$ cat config.mk
export PLATFORM = sky130hd
export DESIGN_NAME = mem_to_axi_lite
export DESIGN_NICKNAME = d
export VERILOG_FILES = /design/src/rtl/mem_to_axi_lite.sv
export SDC_FILE = /design/constraint.sdc
export NUM_CORES = 1
export LEC_CHECK = 0
export CORE_MARGIN = 5
export CORE_UTILIZATION = 37
export DETAILED_ROUTE_END_ITERATION = 6
export GPL_TIMING_DRIVEN = 0
export PLACE_DENSITY = 0.84
export SKIP_CTS_REPAIR_TIMING = 1
export SYNTH_ARGS = -nofsm -noshare
export SYNTH_HDL_FRONTEND = slang
export SYNTH_SLANG_ARGS = --single-unit
$ cat constraint.sdc
create_clock -name clk -period 2.1 [get_ports clk]
set_clock_uncertainty 0.15 [all_clocks]
set_input_delay 0.315 -clock clk [delete_from_list [all_inputs] [get_ports clk]]
set_output_delay 0.315 -clock clk [all_outputs]
set_load 0.02 [all_outputs]
$ cat src/rtl/mem_to_axi_lite.sv
// rtl/mem_to_axi_lite.sv - bridges a single-outstanding memory request port onto an AXI-Lite master
module mem_to_axi_lite #(
    parameter int ADDR_WIDTH = 32,
    parameter int DATA_WIDTH = 32
) (
    input  logic                    clk,
    input  logic                    rst,

    input  logic                    mem_req_i,
    output logic                    mem_gnt_o,
    input  logic [ADDR_WIDTH-1:0]   mem_addr_i,
    input  logic                    mem_we_i,
    input  logic [DATA_WIDTH-1:0]   mem_wdata_i,
    input  logic [DATA_WIDTH/8-1:0] mem_strb_i,
    output logic                    mem_rvalid_o,
    output logic [DATA_WIDTH-1:0]   mem_rdata_o,
    output logic                    mem_err_o,

    output logic [ADDR_WIDTH-1:0]   aw_addr_o,
    output logic [2:0]              aw_prot_o,
    output logic                    aw_valid_o,
    input  logic                    aw_ready_i,
    output logic [DATA_WIDTH-1:0]   w_data_o,
    output logic [DATA_WIDTH/8-1:0] w_strb_o,
    output logic                    w_valid_o,
    input  logic                    w_ready_i,
    input  logic [1:0]              b_resp_i,
    input  logic                    b_valid_i,
    output logic                    b_ready_o,
    output logic [ADDR_WIDTH-1:0]   ar_addr_o,
    output logic [2:0]              ar_prot_o,
    output logic                    ar_valid_o,
    input  logic                    ar_ready_i,
    input  logic [DATA_WIDTH-1:0]   r_data_i,
    input  logic [1:0]              r_resp_i,
    input  logic                    r_valid_i,
    output logic                    r_ready_o
);
    localparam int STRB_WIDTH = DATA_WIDTH / 8;

    typedef enum logic [2:0] {
        IDLE,
        WR_ADDR_DATA,
        WR_RESP,
        RD_ADDR,
        RD_DATA
    } state_t;

    state_t                state;
    logic [ADDR_WIDTH-1:0] addr_q;
    logic [DATA_WIDTH-1:0] wdata_q;
    logic [STRB_WIDTH-1:0] strb_q;
    logic                  aw_hs;
    logic                  w_hs;
    logic                  aw_done;
    logic                  w_done;
    logic                  unused_resp_lsb;

    // Only resp[1] distinguishes SLVERR/DECERR from OKAY/EXOKAY.
    assign unused_resp_lsb = b_resp_i[0] ^ r_resp_i[0];

    assign mem_gnt_o = (state == IDLE) && mem_req_i && !rst;

    assign aw_addr_o = addr_q;
    assign ar_addr_o = addr_q;
    assign w_data_o  = wdata_q;
    assign w_strb_o  = strb_q;
    assign aw_prot_o = 3'b000;
    assign ar_prot_o = 3'b000;

    // A channel counts as done once its valid has dropped or is handshaking now.
    assign aw_hs   = aw_valid_o && aw_ready_i;
    assign w_hs    = w_valid_o && w_ready_i;
    assign aw_done = !aw_valid_o || aw_hs;
    assign w_done  = !w_valid_o || w_hs;

    always_ff @(posedge clk) begin
        if (rst) begin
            state        <= IDLE;
            addr_q       <= '0;
            wdata_q      <= '0;
            strb_q       <= '0;
            aw_valid_o   <= 1'b0;
            w_valid_o    <= 1'b0;
            b_ready_o    <= 1'b0;
            ar_valid_o   <= 1'b0;
            r_ready_o    <= 1'b0;
            mem_rvalid_o <= 1'b0;
            mem_rdata_o  <= '0;
            mem_err_o    <= 1'b0;
        end else begin
            mem_rvalid_o <= 1'b0;
            case (state)
                IDLE: begin
                    if (mem_req_i) begin
                        addr_q  <= mem_addr_i;
                        wdata_q <= mem_wdata_i;
                        strb_q  <= mem_strb_i;
                        if (mem_we_i) begin
                            aw_valid_o <= 1'b1;
                            w_valid_o  <= 1'b1;
                            state      <= WR_ADDR_DATA;
                        end else begin
                            ar_valid_o <= 1'b1;
                            state      <= RD_ADDR;
                        end
                    end
                end
                WR_ADDR_DATA: begin
                    if (aw_hs) begin
                        aw_valid_o <= 1'b0;
                    end
                    if (w_hs) begin
                        w_valid_o <= 1'b0;
                    end
                    if (aw_done && w_done) begin
                        b_ready_o <= 1'b1;
                        state     <= WR_RESP;
                    end
                end
                WR_RESP: begin
                    if (b_valid_i) begin
                        b_ready_o    <= 1'b0;
                        mem_rvalid_o <= 1'b1;
                        mem_rdata_o  <= '0;
                        mem_err_o    <= b_resp_i[1];
                        state        <= IDLE;
                    end
                end
                RD_ADDR: begin
                    if (ar_ready_i) begin
                        ar_valid_o <= 1'b0;
                        r_ready_o  <= 1'b1;
                        state      <= RD_DATA;
                    end
                end
                RD_DATA: begin
                    if (r_valid_i) begin
                        r_ready_o    <= 1'b0;
                        mem_rvalid_o <= 1'b1;
                        mem_rdata_o  <= r_data_i;
                        mem_err_o    <= r_resp_i[1];
                        state        <= IDLE;
                    end
                end
                default: begin
                    state <= IDLE;
                end
            endcase
        end
    end
endmodule

Word-level counts from Yosys, hierarchy flattened
Index checks and enable logic that the tools add are counted.
{"block": "word_totals", "reg_bits": 110}
{"block": "op_classes", "eq_ne": 13, "mux": 32, "n_reduce_logical": 24}
{"operator": "$mux 32", "n": 2}
{"operator": "$pmux 32 s2", "n": 1}
{"operator": "$ne 2x2->1 const B", "n": 9}
{"operator": "$mux 1", "n": 15}
{"operator": "$mux 3", "n": 5}
{"operator": "$pmux 3 s5", "n": 1}
{"operator": "$pmux 1 s2", "n": 7}
{"operator": "$reduce_and 4->1", "n": 3}
{"operator": "$reduce_bool 2->1", "n": 5}
{"operator": "$reduce_and 3->1", "n": 3}
{"operator": "$eq 3x2->1 const B", "n": 2}
{"operator": "$logic_and 1x1->1", "n": 5}
{"operator": "$reduce_and 5->1", "n": 1}
{"operator": "$eq 3x1->1 const B", "n": 1}
{"operator": "$eq 3x3->1 const B", "n": 1}
{"operator": "$logic_not 1->1", "n": 3}
{"operator": "$logic_not 3->1", "n": 1}
{"operator": "$logic_or 1x1->1", "n": 2}
{"operator": "$mux 2", "n": 1}
{"operator": "$reduce_and 2->1", "n": 1}

Logic depth before layout (Yosys ltp)
{"block": "logic_depth", "ltp_word": 5, "mapped_depth": 7, "ltp_nobuf": 3}

Worst setup path before layout
OpenSTA, ideal clock, no wires.
{"block": "synth_timing", "path_type": "register to output", "from": "register state[2]", "to": "output port mem_gnt_o", "t_arrival_ns": 1.534, "t_required_ns": 1.635, "slack_ns": 0.101, "stages_incl_launch_ff": 6, "path_buffers": 3, "path_cell_list": "dfxtp_1 buf_2 or4b_1 buf_2 buf_2 nor2_1"}
{"block": "synth_between", "elab_chain_len": 3}
{"element": "from (decl)", "line_no": "49", "text": "state_t state;"}
{"element": "from (signal assigned)", "line_no": "79", "text": "state <= IDLE;"}
{"element": "from (signal assigned)", "line_no": "102", "text": "state <= WR_ADDR_DATA;"}
{"element": "from (signal assigned)", "line_no": "105", "text": "state <= RD_ADDR;"}
{"element": "$logic_not 3->1", "line_no": "62", "text": "assign mem_gnt_o = (state == IDLE) && mem_req_i && !rst;"}
{"element": "$logic_and 1x1->1 (2 in series)", "line_no": "62"}
{"element": "to (decl)", "line_no": "10", "text": "output logic mem_gnt_o,"}
No other way between the ends.

Worst setup path after layout
Same ends and word-level chain as after synthesis.

==> flow_summary.ini <==
[sta]
fin_crit_sh_pct = 98.11
worst_pin_slew_ns = 0.5912
fin_crit_ns = 2.060
setup_viol = 0
fin_setup_tns_ns = 0
fmax_mhz = 485.4
final_hold_viol_count = 0
relSlewSlack_pct = 60.58
whs_ns = 0.2382
drv_slew = 0
rsz0062_at_grt = yes
setup_slack_ns = 0.03976

[detailed_routing]
drt_pass1_iterations = 4
viasPerCell = 4.695
post-route-drc-count = 0
routed_wl_microns = 14200
drt_iter0_markers = 218
routedWlPerCell_microns = 15.06
postRouteAntennaNets = 0
num_vias = 4427

[pwr]
p_seq_share_pct = 44.0
p_switching_mw = 1.450
pwr-share-clk_pct = 32.0
leakage_nw = 2.719
ir_worst_vdd_uv = 484.0
p_sw_share_pct = 28.00
combPwrFrac_pct = 24.0
p_int_mw = 3.730
p_per_area_nw_per_um2 = 711.9
power_mw = 5.181

[clocking]
cts_max_level = 3
cts_buffers = 9
cts_tree = yes
cts_root_buffer = clkbuf_16
cts_buffer_depth = 2
clkSinkCount = 110
path_clk_slew_ns = 0.07
worstSkewPairLatency_ns = 0.34

[synthesis]
synthFlopType = dfxtp_1
seq_area_frac_synth_pct = 51.66
synth_warnings = 0
yosysMostFrequentCell = nand2_1
async_flop_share_pct = 0
synthCells = 531
synth_cell_types = 27
synth_top_cells_by_area = dfxtp_1 52%, nand2_1 15%, a21oi_1 12%
synth.avg_cell_area_sq_um = 8.028
synth_top_area_share_pct = 51.66
synth_area_leader_cell = dfxtp_1
synth_area_sq_um = 4263
synthTopCellsByCount = 172 x nand2_1, 110 x dfxtp_1, 106 x a21oi_1
synth_edf_count = 0
synth-seq-cells = 110

[run_status]
status = finished clean

[setup_path]
cp_max_fo = 15
end_kind = output pin
arrival_ns = 1.60
crit_required_ns = 1.63
worstSetupStartpointType = flip-flop
path_class = flip-flop to output pin

[finish]
fin_nets = 908
finalNonFillerCells = 943
drive_gt1_share_pct = 10.25
num_antenna_cells = 0
nFillCells = 1003
areaGrowthSynthToFinish_pct = 70.71

[die]
die-area_sq_um = 13770
die_h_microns = 117.3
start_util_pct = 37.49
rows = 39
die_w_microns = 117.3
num_io_pins = 259
design.core.area_sq_um = 11370

[worst_hold_path]
min_path_type = primary input to flip-flop

[placed_design]
dp_slack_ns = -0.7097
dp.cells = 928
routabilityCongestion = 0.7958
port_buffers = 249
hpwl_microns = 11150

[global_routing]
grt_overflow_total = 0
grt_pass1_vias = 4201
grt_pass1_wl_microns = 21930
grt_max_degree = 19
grt_usage_pct = 19.56
grt_antenna_before_repair = 0

[flow_run]
maxCapViolations = 0
[state kept, by name, indices dropped and copies added (netlist names)]
register,cells
ar_addr_o,32
mem_rdata_o,32
w_data_o,32
w_strb_o,4
state,3
ar_valid_o,1
aw_valid_o,1
b_ready_o,1
mem_err_o,1
mem_rvalid_o,1
r_ready_o,1
w_valid_o,1
[path summary, 6_finish.rpt]
path,startpoint,to,slack (ns),depth (start not counted)
min reg2reg,w_strb_o[1],w_strb_o[1],0.30,2
min,rst,ar_addr_o[20],0.24,2
max reg2reg,state[0],mem_rdata_o[15],0.18,6
max,state[2],mem_gnt_o,0.04,4
[layout by cell type (no fill, tap or decap), drive strengths merged, types with 2 or more instances in the layout]
| cell type | count |
|---|---|
| nand2b | 4 |
| conb | 6 |
| dfxtp | 110 |
| a31oi | 2 |
| nor2 | 2 |
| nand3 | 32 |
| a211oi | 3 |
| nand2 | 172 |
| inv | 5 |
| nand4bb | 2 |
| nor3b | 4 |
| mux2i | 2 |
| buf | 61 |
| clkdlybuf4s50 | 247 |
| a21oi | 106 |
| clkbuf | 30 |
[cells by family after synthesis]
group | synth area share [%]
and+or+nand+nor | 22.39
AOI/OAI and AO/OA | 13.88
DFF | 51.66
buffers and inverters | 11.51
muxes | 0.4696
other | 0.08797
[critical path: stages, from the launching register on]
cell,delay [ns]
dfxtp_4,0.38
or4b_4,0.50
buf_12,0.17
nor2_4,0.08
buf_6,0.12
[layer usage]
layer / routed length (microns) / track usage, % / part of all wire [%]
met4: 376 / 8.122 / 2.6
met1: 5469 / 20.99 / 39
met2: 6921 / 34.37 / 49
met5: 0 / 0 / 0
met3: 1435 / 7.267 / 10
[layout make-up]
class                      count  area [sq um]  area share (%)
clock inverter                 5         38.79          0.5330
timing repair buffer         250          2504           34.41
sequential                   110          2206           30.31
multi-input combinational    344          1600           21.99
tap                          143         178.9           2.459
clock buffer                  11         252.7           3.473
inverter                       2         7.507          0.1032
buffer                        78         489.2           6.723
[power by group through the flow]
stage | sequential (mW) | combinational [mW] | clock [mW]
final | 2.28 | 1.24 | 1.66
after global placement | 2.32 | 1.22 | 0
after detailed placement | 2.33 | 1.23 | 0
after floorplan | 2.46 | 0.460 | 0
after global routing | 2.30 | 1.33 | 1.79
after CTS | 2.28 | 1.24 | 1.71
[per-stage QoR]
stage               instance area [sq um]  utilization [%]
floorplan                            4282                -
global placement                     6953            61.15
detailed placement                   6953            61.15
CTS                                  7244            63.72
global route                         7277            64.00
finish                               7277            64.00
Power figures use the tool's default switching activity.
